`src/rtl/ysyx_210544_wbu_if.sv`:
```
// Memory-stage to writeback bundle: retiring-instruction inputs, handshake,
// register-file write port and commit record outputs.
interface ysyx_210544_wbu_if;
  logic        i_valid;
  logic        o_ready;
  logic [63:0] i_pc;
  logic [31:0] i_inst;
  logic [4:0]  i_rd;
  logic        i_rd_wen;
  logic [63:0] i_rd_wdata;
  logic        i_mem_access;
  logic [63:0] i_mem_addr;
  logic        i_csr_access;
  logic [11:0] i_csr_addr;
  logic [31:0] i_intrNo;
  logic [4:0]  o_rd;
  logic        o_rd_wen;
  logic [63:0] o_rd_wdata;
  logic [63:0] o_pc;
  logic [31:0] o_inst;
  logic        o_cmtvalid;
  logic        o_skipcmt;
  logic [31:0] o_intrNo;
  logic [63:0] o_instret;
  logic        o_halted;

  modport slave (
    input  i_valid, i_pc, i_inst, i_rd, i_rd_wen, i_rd_wdata,
           i_mem_access, i_mem_addr, i_csr_access, i_csr_addr, i_intrNo,
    output o_ready, o_rd, o_rd_wen, o_rd_wdata, o_pc, o_inst,
           o_cmtvalid, o_skipcmt, o_intrNo, o_instret, o_halted
  );

  modport master (
    output i_valid, i_pc, i_inst, i_rd, i_rd_wen, i_rd_wdata,
           i_mem_access, i_mem_addr, i_csr_access, i_csr_addr, i_intrNo,
    input  o_ready, o_rd, o_rd_wen, o_rd_wdata, o_pc, o_inst,
           o_cmtvalid, o_skipcmt, o_intrNo, o_instret, o_halted
  );
endinterface

```
`src/rtl/ysyx_210544_wbu.sv`:
```
// Writeback stage: registers one retiring instruction per cycle, drives the
// register-file write port and the difftest commit record, halts after a trap.
module ysyx_210544_wbu (
  input  logic                  clk,
  input  logic                  rst,
  ysyx_210544_wbu_if.slave      wb
);
  logic [63:0] pc_reg;
  logic [31:0] inst_reg;
  logic [4:0]  rd_reg;
  logic        rd_wen_reg;
  logic [63:0] rd_wdata_reg;
  logic        cmtvalid_reg;
  logic        skip_reg;
  logic [31:0] intr_reg;
  logic [63:0] instret_reg;
  logic        halted_reg;

  logic acc;
  logic skip;
  logic mmio_skip;
  logic csr_skip;
  logic putch;
  logic trap;
  logic unused_addr_bits;

  assign acc = wb.i_valid & ~halted_reg;

  // Only the high bits decide MMIO; the low address bits are irrelevant here.
  assign unused_addr_bits = ^wb.i_mem_addr[30:0];
  assign mmio_skip = wb.i_mem_access & (wb.i_mem_addr[63:31] == 33'd0);
  assign csr_skip  = wb.i_csr_access &
                     ((wb.i_csr_addr == 12'hB00) ||
                      (wb.i_csr_addr == 12'hC00) ||
                      (wb.i_csr_addr == 12'h344));
  assign putch     = (wb.i_inst[6:0] == 7'h7b);
  assign trap      = (wb.i_inst[6:0] == 7'h6b);
  assign skip      = mmio_skip | csr_skip | putch;

  always_ff @(posedge clk) begin
    if (rst) begin
      pc_reg       <= '0;
      inst_reg     <= '0;
      rd_reg       <= '0;
      rd_wen_reg   <= 1'b0;
      rd_wdata_reg <= '0;
      cmtvalid_reg <= 1'b0;
      skip_reg     <= 1'b0;
      intr_reg     <= '0;
      instret_reg  <= '0;
      halted_reg   <= 1'b0;
    end else begin
      if (acc) begin
        pc_reg       <= wb.i_pc;
        inst_reg     <= wb.i_inst;
        rd_reg       <= wb.i_rd;
        rd_wen_reg   <= wb.i_rd_wen & (wb.i_rd != 5'd0);
        rd_wdata_reg <= wb.i_rd_wdata;
        cmtvalid_reg <= 1'b1;
        skip_reg     <= skip;
        intr_reg     <= wb.i_intrNo;
      end else begin
        rd_wen_reg   <= 1'b0;
        cmtvalid_reg <= 1'b0;
        intr_reg     <= '0;
      end
      // An interrupted instruction did not retire, so it is not counted.
      if (acc && (wb.i_intrNo == 32'd0))
        instret_reg <= instret_reg + 64'd1;
      if (acc && trap)
        halted_reg <= 1'b1;
    end
  end

  assign wb.o_ready    = ~halted_reg;
  assign wb.o_pc       = pc_reg;
  assign wb.o_inst     = inst_reg;
  assign wb.o_rd       = rd_reg;
  assign wb.o_rd_wen   = rd_wen_reg;
  assign wb.o_rd_wdata = rd_wdata_reg;
  assign wb.o_cmtvalid = cmtvalid_reg;
  assign wb.o_skipcmt  = skip_reg;
  assign wb.o_intrNo   = intr_reg;
  assign wb.o_instret  = instret_reg;
  assign wb.o_halted   = halted_reg;
endmodule
```
`src/flat_wrapper.sv`:
```
// flat-port wrapper written by rule: the top's interface ports become plain ports
module ysyx_210544_wbu_flat 
  (clk, rst, wb_i_valid, wb_i_pc, wb_i_inst, wb_i_rd, wb_i_rd_wen, wb_i_rd_wdata, wb_i_mem_access, wb_i_mem_addr, wb_i_csr_access, wb_i_csr_addr, wb_i_intrNo, wb_o_ready, wb_o_rd, wb_o_rd_wen, wb_o_rd_wdata, wb_o_pc, wb_o_inst, wb_o_cmtvalid, wb_o_skipcmt, wb_o_intrNo, wb_o_instret, wb_o_halted);
  ysyx_210544_wbu_if wb_i ();
  input  logic clk;
  input  logic rst;
  input wire logic [$bits(wb_i.i_valid)-1:0] wb_i_valid;
  input wire logic [$bits(wb_i.i_pc)-1:0] wb_i_pc;
  input wire logic [$bits(wb_i.i_inst)-1:0] wb_i_inst;
  input wire logic [$bits(wb_i.i_rd)-1:0] wb_i_rd;
  input wire logic [$bits(wb_i.i_rd_wen)-1:0] wb_i_rd_wen;
  input wire logic [$bits(wb_i.i_rd_wdata)-1:0] wb_i_rd_wdata;
  input wire logic [$bits(wb_i.i_mem_access)-1:0] wb_i_mem_access;
  input wire logic [$bits(wb_i.i_mem_addr)-1:0] wb_i_mem_addr;
  input wire logic [$bits(wb_i.i_csr_access)-1:0] wb_i_csr_access;
  input wire logic [$bits(wb_i.i_csr_addr)-1:0] wb_i_csr_addr;
  input wire logic [$bits(wb_i.i_intrNo)-1:0] wb_i_intrNo;
  output wire logic [$bits(wb_i.o_ready)-1:0] wb_o_ready;
  output wire logic [$bits(wb_i.o_rd)-1:0] wb_o_rd;
  output wire logic [$bits(wb_i.o_rd_wen)-1:0] wb_o_rd_wen;
  output wire logic [$bits(wb_i.o_rd_wdata)-1:0] wb_o_rd_wdata;
  output wire logic [$bits(wb_i.o_pc)-1:0] wb_o_pc;
  output wire logic [$bits(wb_i.o_inst)-1:0] wb_o_inst;
  output wire logic [$bits(wb_i.o_cmtvalid)-1:0] wb_o_cmtvalid;
  output wire logic [$bits(wb_i.o_skipcmt)-1:0] wb_o_skipcmt;
  output wire logic [$bits(wb_i.o_intrNo)-1:0] wb_o_intrNo;
  output wire logic [$bits(wb_i.o_instret)-1:0] wb_o_instret;
  output wire logic [$bits(wb_i.o_halted)-1:0] wb_o_halted;
  assign wb_i.i_valid = wb_i_valid;
  assign wb_i.i_pc = wb_i_pc;
  assign wb_i.i_inst = wb_i_inst;
  assign wb_i.i_rd = wb_i_rd;
  assign wb_i.i_rd_wen = wb_i_rd_wen;
  assign wb_i.i_rd_wdata = wb_i_rd_wdata;
  assign wb_i.i_mem_access = wb_i_mem_access;
  assign wb_i.i_mem_addr = wb_i_mem_addr;
  assign wb_i.i_csr_access = wb_i_csr_access;
  assign wb_i.i_csr_addr = wb_i_csr_addr;
  assign wb_i.i_intrNo = wb_i_intrNo;
  assign wb_o_ready = wb_i.o_ready;
  assign wb_o_rd = wb_i.o_rd;
  assign wb_o_rd_wen = wb_i.o_rd_wen;
  assign wb_o_rd_wdata = wb_i.o_rd_wdata;
  assign wb_o_pc = wb_i.o_pc;
  assign wb_o_inst = wb_i.o_inst;
  assign wb_o_cmtvalid = wb_i.o_cmtvalid;
  assign wb_o_skipcmt = wb_i.o_skipcmt;
  assign wb_o_intrNo = wb_i.o_intrNo;
  assign wb_o_instret = wb_i.o_instret;
  assign wb_o_halted = wb_i.o_halted;
  ysyx_210544_wbu u_core (.clk(clk), .rst(rst), .wb(wb_i));
endmodule
```
`config.mk`:
```
export PLATFORM = sky130hd
export DESIGN_NAME = ysyx_210544_wbu_flat
export DESIGN_NICKNAME = d
export VERILOG_FILES = /design/src/rtl/ysyx_210544_wbu_if.sv /design/src/rtl/ysyx_210544_wbu.sv /design/src/flat_wrapper.sv
export SDC_FILE = /design/constraint.sdc
export NUM_CORES = 1
export LEC_CHECK = 0
export CAP_MARGIN = 20
export CORE_AREA = 2 2 212 214
export CTS_BUF_LIST = sky130_fd_sc_hd__clkbuf_4 sky130_fd_sc_hd__clkbuf_8
export DETAILED_ROUTE_END_ITERATION = 6
export DIE_AREA = 0 0 214 216
export GPL_ROUTABILITY_DRIVEN = 0
export PLACE_DENSITY = 0.49
export SLEW_MARGIN = 20
export SYNTH_ARGS = -nofsm -noshare
export SYNTH_HDL_FRONTEND = slang
export SYNTH_SLANG_ARGS = --single-unit
```
`constraint.sdc`:
```
create_clock -name clk -period 2.8 [get_ports clk]
set_input_delay 0.42 -clock clk [delete_from_list [all_inputs] [get_ports clk]]
set_output_delay 0.42 -clock clk [all_outputs]
set_load 0.01 [all_outputs]
```
==> results.md, run 1 <==
* Final setup violation count at 0
* Fin cells at 2,405
* Final WL at 43,810 µm
* Max Fclk at 429.3 MHz
* Critical Path Start Type: flip-flop
* Mean Syn Cell Area at 8.143 µm²
* Clock skew at 0.02036 ns
* CTS tree: built
* FF+latch count, synth at 265
* CP max FO at 9
* Num rows at 77
* CP Cell Sequence: nand4_4 > nor4_1 > nand3_1 > nor4_1 > mux2_2
* Clock Sinks at 265
* Cts hold-fix bufs at 0
* First-pass GRT wire length at 65,610 µm
* WP buf/inv at 0
* Min-Delay Path Depth at 2
* Initial drt markers at 447
* Cell-internal power at 6936 µW
* CTS Buffer Depth at 3
* Detail-routed via count per cell at 4.531
* H-tree levels at 2
* Reg2reg setup slack at 0.47 ns
* Post-CTS setup buffer count at 0
* DRC at 0
* Switch Pwr at 2283 µW
* Die span in y at 216 µm
* Critical path type: flip-flop to flip-flop
* Slowest stage cell on the critical path: dfxtp_1
* Worst r2r dst: u_core.wb.o_instret[43]$_SDFFE_PP0P_
* Synth warnings at 0
* Crit path DAT at 2.84 ns
* Crit-path max cell delay at 0.46 ns
* Final worst-path cycle share at 0.8319
* Root Driver: clkbuf_8
* Seq/Total Area, Yosys at 0.5212
* Synth cell types at 39
* Area grow syn2layout at 69.56%
* Initial antenna violation count at 5
* Setup TNS at 0 ns
* Rel. slew slack at 0.3968
* RSZ-0062 raised after global routing: false
* Cell count after synthesis at 1,250
* Critical Path Sink Type: flip-flop
* Min Clock Period, post-route at 2.329 ns
* Clk slew on worst S/H paths at 0.06 ns
* Worst-margin pin slew at 0.9048 ns
* Worst hold slack at 0.1705 ns
* Layout cells sized above 1 at 0.08292
* Post-DP HPWL at 31,490 µm
* Dpl cells at 2,313
* I/O pin cnt at 545
* Die ar. at 0.04622 mm²
* Initial Util at 0.2322
* Max-cap violations at 0
* PD cells at 534.1 mW/mm²
* Clock share of power at 0.440
* Syn Nets at 1,530
* Leak at 0.006115 µW
* All-Layer GR Usage at 0.1827
* Crit path max-delay family: simple AND/OR/NAND/NOR gates
* R2R depth at 5
* Num CTS Buffers at 52
* Routed vias at 10,900
* Comb pwr share at 0.125
* EDFF count, synth at 0
* Switching part of the total at 0.2476
* Hold Crit Class: input pin to flip-flop
* Top cell by count, worst path: nor4_1
* Synth async-reset ratio at 0
* Later-pin clock latency in the skew report at 0.62 ns
* Largest net degree at the start of global routing at 168
* Max IR drop VDD at 0.3749 mV
* Count of pins over their slew limit at 0
* Synth Cell Area at 0.01018 mm²
* Final ANT Viol Nets at 0
* DIE WIDTH at 214 µm
* Worst path required time at 3.31 ns
* Final Hold Viols at 0
* Reg-to-Reg Start: u_core.wb.o_instret[4]$_SDFFE_PP0P_
* Worst Min Path Start: rst
* Final #Nets at 2,055
* Hold EP: u_core.wb.o_instret[14]$_SDFFE_PP0P_
* Total power at 9219 µW
* Router iterations before antenna repair at 5
* Total grt overflow at 0
* WL/cell at 18.22 µm
* Post_cts resized at 0
* Run status: finished clean
* IO buf count at 513
* Post-synth top flop: dfxtp_1
* Sequential share of power at 0.434
* Total core area at 0.04384 mm²
* Vias in the first global route at 10,830
-- power by group through the flow --
stage	clock (µW)	sequential [µW]	combinational (µW)
2_1_floorplan	0	4150	277
3_3_place_gp	0	4070	1170
3_5_place_dp	0	4080	1170
4_1_cts	4240	4000	1170
5_1_grt	4410	4020	1250
6_report	4060	4000	1160
-- stage by stage --
step | worst slack [ns] | util | area, µm²
finish | 0.4706 | 0.3937 | 17260
global route | 0.2014 | 0.3937 | 17260
CTS | 0.4079 | 0.3935 | 17250
detailed placement | -0.1187 | 0.3692 | 16180
global placement | -0.1714 | 0.3692 | 16180
floorplan | 0.6988 | - | 10180
-- synthesized netlist by cell type, drive strengths merged (2+ instances only) --
cell type / number / area [µm²]
o21ai: 20 / 100.1
or4: 36 / 270.3
and2: 37 / 231.5
or2: 3 / 18.77
or3: 21 / 131.4
o31ai: 36 / 270.3
or4b: 2 / 23.77
dfxtp: 265 / 5305
nor4b: 2 / 17.52
xnor2: 4 / 35.03
nand2b: 2 / 12.51
and3: 9 / 56.30
nor2: 25 / 93.84
clkbuf: 75 / 281.5
nand4: 40 / 271.5
mux2: 3 / 33.78
nor2b: 4 / 25.02
nor3: 6 / 30.03
buf: 10 / 43.79
nand2: 357 / 1340
inv: 10 / 37.54
nor4: 25 / 214.0
nand3: 25 / 125.1
and4: 3 / 26.28
a21oi: 222 / 1111
-- layer usage --
metal	routed length, µm	vias to the layer above	global-route usage	share of wire
li1	-	5395	-	-
met1	17830	5077	0.2139	0.41
met2	20940	348	0.2991	0.48
met3	3887	74	0.07724	0.089
met4	1148	2	0.06410	0.026
met5	10	-	0	0.00023
-- how the worst max path moves through the flow --
stage | depth (start not counted) | start | slack [ns] | end
after floorplan | 6 | wb_i_intrNo[2] | 0.70 | u_core.wb.o_instret[56]$_SDFFE_PP0P_
after global placement | 9 | wb_i_intrNo[17] | -0.17 | u_core.wb.o_instret[28]$_SDFFE_PP0P_
after detailed placement | 9 | wb_i_intrNo[17] | -0.12 | u_core.wb.o_instret[57]$_SDFFE_PP0P_
after CTS | 5 | u_core.wb.o_instret[4]$_SDFFE_PP0P_ | 0.41 | u_core.wb.o_instret[43]$_SDFFE_PP0P_
after global routing | 5 | u_core.wb.o_instret[4]$_SDFFE_PP0P_ | 0.20 | u_core.wb.o_instret[43]$_SDFFE_PP0P_
final | 5 | u_core.wb.o_instret[4]$_SDFFE_PP0P_ | 0.47 | u_core.wb.o_instret[43]$_SDFFE_PP0P_
-- cell families after synthesis --
group	synth area share
flops	0.5212
xor+xnor	0.004302
fa+ha+maj	0.001229
buf+inv	0.03565
compound gates	0.1480
mux	0.004302
simple gates	0.2853
-- cell usage in the layout (no fill, tap or decap), types with 4 or more instances in the layout --
cell type and count:
buf_4 34, or4_1 36, nor3_1 6, and2_1 37
nor2_1 24, buf_12 9, clkbuf_8 62, nand4_1 38
xnor2_1 4, clkbuf_4 20, nand2_1 357, a21oi_1 222
diode_2 4, inv_1 10, o31ai_1 36, o21ai_0 20
clkdlybuf4s50_1 512, nor4_1 20, dfxtp_1 265, and3_1 9
or3_1 21, nand3_1 25
-- worst reg2reg max path: cells and delay by family (launching register included) --
family / cells / cell delay [ns]
mux: 1 / 0.37
flops: 1 / 0.46
simple gates: 4 / 1.40
-- cell type report --
class                           instances  area, µm²
Fill cell                            4478      26580
Timing Repair Buffer                  556       5572
Sequential cell                       265       5305
Multi-Input combinational cell        890       4528
Clock buffer                           82       1003
Tap cell                              592      740.7
Clock inverter                          6      62.56
Inverter                               10      37.54
Antenna cell                            4      10.01
-- registers in the layout, indices dropped and copies added, names as in the netlist, 5 cells and up --
signal                cells
u_core.wb.o_instret      64
u_core.wb.o_rd            5
u_core.wb.o_intrNo       32
u_core.wb.o_pc           64
u_core.wb.o_inst         32
u_core.wb.o_rd_wdata     64
(Power assumes the default switching activity.)
==> run 2: changes to the inputs <==
- CORE_AREA: 2 2 212 214 -> 2 2 214 216
- DIE_AREA: 0 0 214 216 -> 0 0 216 218
- PLACE_DENSITY: 0.49 -> 0.5
- clock period: 2.8 -> 1.9 ns (I/O delays scaled with it)
==> run 2 against run 1 <==
Effect of this change: the flow now finishes with violations (negative setup slack); cell area rose by 11%; count of clock-buffer cells in the layout down 3; worst hold slack worse by 0.042 ns; final cell count grew 6.7%; critical path depth increased by 2; power up 44%; largest cell class unchanged.
==> results.md, run 2 (synthesized netlist as in run 1, its figures left out) <==
* Run status: complete, but fails checks (was finished clean)
* Violated checks: negative setup slack
* Final ANT Viol Nets at 0 (unchanged)
* RSZ-0062 raised after global routing: true (was false)
* CP Cell Sequence: clkdlybuf4s50_1 > or4b_4 > nor2_4 > nand3_4 > clkbuf_16 > or4_1 > a21oi_1 (was nand4_4 > nor4_1 > nand3_1 > nor4_1 > mux2_2)
* H-tree levels at 2 (unchanged)
* Total grt overflow at 0 (unchanged)
* Max IR drop VDD at 0.4568 mV (was 0.3749 mV)
* Worst path required time at 2.44 ns (was 3.31 ns)
* Final WL at 45,690 µm (was 43,810 µm)
* Router iterations before antenna repair at 5 (unchanged)
* Initial antenna violation count at 0 (was 5)
* Final WS setup at -0.1744 ns (was 0.4706 ns)
* Crit path max-delay family: simple AND/OR/NAND/NOR gates (unchanged)
* Post-DP HPWL at 32,740 µm (was 31,490 µm)
* Final #Nets at 2,215 (was 2,055)
* Detail-routed via count per cell at 4.523 (was 4.531)
* CTS Buffer Depth at 3 (unchanged)
* I/O pin cnt at 545 (unchanged)
* DRC at 0 (unchanged)
* WL/cell at 17.80 µm (was 18.22 µm)
* Area grow syn2layout at 88.10% (was 69.56%)
* Most common cell after layout, fill and taps aside: clkdlybuf4s50_1 (unchanged)
* Initial Util at 0.2267 (was 0.2322)
* Comb pwr share at 0.135 (was 0.125)
* Clock Sinks at 265 (unchanged)
* Worst r2r dst: u_core.wb.o_instret[59]$_SDFFE_PP0P_ (was u_core.wb.o_instret[43]$_SDFFE_PP0P_)
* Critical Path Start Type: input pin (was flip-flop)
* Count of pins over their slew limit at 0 (unchanged)
* Clk slew on worst S/H paths at 0.06 ns (about the same)
* R2R depth at 6 (was 5)
* Final setup violation count at 39 (was 0)
* Max Fclk at 482.1 MHz
* PD cells at 694.5 mW/mm² (was 534.1 mW/mm²)
* Final worst-path cycle share at 1.092
* Setup TNS at -4.447 ns (was 0 ns)
* Switch Pwr at 3324 µW (was 2283 µW)
* All-Layer GR Usage at 0.1821 (was 0.1827)
* CTS tree: built (unchanged)
* IO buf count at 513 (unchanged)
* Most frequent cells in the layout: clkdlybuf4s50_1 (414), nand2_1 (355), dfxtp_1 (240) (was clkdlybuf4s50_1 (512), nand2_1 (357), dfxtp_1 (265))
* Dpl cells at 2,442 (was 2,313)
* Clock skew at 0.01431 ns (was 0.02036 ns)
* Largest net degree at the start of global routing at 99 (was 168)
* Switching part of the total at 0.2500 (was 0.2476)
* Later-pin clock latency in the skew report at 0.61 ns (was 0.62 ns)
* Hold Crit Class: input pin to flip-flop (unchanged)
* Root Driver: clkbuf_8 (unchanged)
* Num rows at 78 (was 77)
* DIE WIDTH at 216 µm (was 214 µm)
* Fin cells at 2,567 (was 2,405)
* Vias in the first global route at 11,570 (was 10,830)
* Clock share of power at 0.421 (was 0.440)
* Worst-margin pin slew at 0.4142 ns (was 0.9048 ns)
* Worst Min Path Start: wb_i_intrNo[10] (was rst)
* Slowest stage cell on the critical path: or4b_4 (was dfxtp_1)
* Die ar. at 0.04709 mm² (was 0.04622 mm²)
* Hold EP: u_core.wb.o_intrNo[10]$_SDFF_PP0_ (was u_core.wb.o_instret[14]$_SDFFE_PP0P_)
* Min-Delay Path Depth at 2 (unchanged)
* Crit-path max cell delay at 0.63 ns (was 0.46 ns)
* Routed vias at 11,610 (was 10,900)
* Reg2reg setup slack at -0.17 ns (was 0.47 ns)
* Crit path DAT at 2.61 ns (was 2.84 ns)
* Sequential share of power at 0.444 (was 0.434)
* Max-cap violations at 0 (unchanged)
* Die span in y at 218 µm (was 216 µm)
* WP buf/inv at 2 (was 0)
* Cell-internal power at 9973 µW (was 6936 µW)
* Total core area at 0.04489 mm² (was 0.04384 mm²)
* First-pass GRT wire length at 66,910 µm (was 65,610 µm)
* Reg-to-Reg Start: u_core.wb.o_halted$_SDFFE_PP0P_ (was u_core.wb.o_instret[4]$_SDFFE_PP0P_)
* Total power at 13,300 µW (was 9219 µW)
* Critical Path Sink Type: flip-flop (unchanged)
* Critical path type: input pin to flip-flop (was flip-flop to flip-flop)
* CP max FO at 5 (was 9)
* Leak at 0.007724 µW (was 0.006115 µW)
* Min Clock Period, post-route at 2.074 ns
* Num CTS Buffers at 50 (was 52)
* Layout cells sized above 1 at 0.1989 (was 0.08292)
* Rel. slew slack at 0.7238 (was 0.3968)
* Initial drt markers at 444 (was 447)
* Final Hold Viols at 0 (unchanged)
## run 2: how the worst max path moves through the flow
stage                                        startpoint                                    to  depth (start not counted)
global route        u_core.wb.o_instret[5]$_SDFFE_PP0P_  u_core.wb.o_instret[56]$_SDFFE_PP0P_                          6
global placement                         wb_i_intrNo[9]  u_core.wb.o_instret[41]$_SDFFE_PP0P_                          9
floorplan               u_core.wb.o_halted$_SDFFE_PP0P_  u_core.wb.o_instret[56]$_SDFFE_PP0P_                          6
CTS                     u_core.wb.o_halted$_SDFFE_PP0P_  u_core.wb.o_instret[58]$_SDFFE_PP0P_                          6
detailed placement                       wb_i_intrNo[9]  u_core.wb.o_instret[44]$_SDFFE_PP0P_                          9
finish                                  wb_i_intrNo[11]  u_core.wb.o_instret[59]$_SDFFE_PP0P_                          7
## run 2: cell type report
type | instances | area, µm²
multi-input combinational | 891 | 5039
antenna | 1 | 2.502
inverter | 10 | 37.54
sequential | 265 | 5339
tap | 600 | 750.7
fill | 4509 | 25750
clock buffer | 79 | 949.7
timing repair buffer | 717 | 7000
clock inverter | 4 | 27.53
## run 2: stage by stage
| step | util | area (µm²) | hold WS [ns] | setup WS [ns] |
|---|---|---|---|---|
| 3_3_place_gp | 0.3839 | 17230 | 0.4402 | -0.8908 |
| 2_1_floorplan | - | 10250 | 0.4067 | -0.06160 |
| 3_5_place_dp | 0.3839 | 17230 | 0.4453 | -0.9081 |
| 5_1_grt | 0.4264 | 19140 | 0.09088 | -0.2685 |
| 4_1_cts | 0.4121 | 18500 | 0.05683 | -0.1758 |
| 6_report | 0.4265 | 19150 | 0.1289 | -0.1744 |
## run 2: timing repair
| action | CTS | global route |
|---|---|---|
| endpoints found under the hold margin | 19 | 11 |
| setup endpoints to repair | 137 | 120 |
| pin swaps | 21 | 37 |
| gates cloned | 3 | 3 |
| buffers inserted | 13 | 11 |
| hold buffers | 1 | 11 |
| resized for setup | 129 | 99 |
## run 2: routing by layer
metal  GRT usage  vias up  routed length [µm]
li1            -     5700                   -
met2      0.3048      348               22270
met3     0.05370       95                3078
met1      0.2148     5467               18660
met5           0        -                   0
met4     0.08402        0                1684
## run 2: power groups by stage
stage	Combinational, µW	Clock (µW)	Sequential [µW]
after global placement	1780	0	6010
after detailed placement	1780	0	6020
after floorplan	408	0	6120
after CTS	1790	5830	5900
after global routing	1930	6060	5930
final	1790	5600	5900
==> run 3: changes to the inputs <==
- HOLD_SLACK_MARGIN: unset -> 0.03
==> results of run 3 <==
Same layout as run 2: the final DEF is identical, and so are final timing and power.
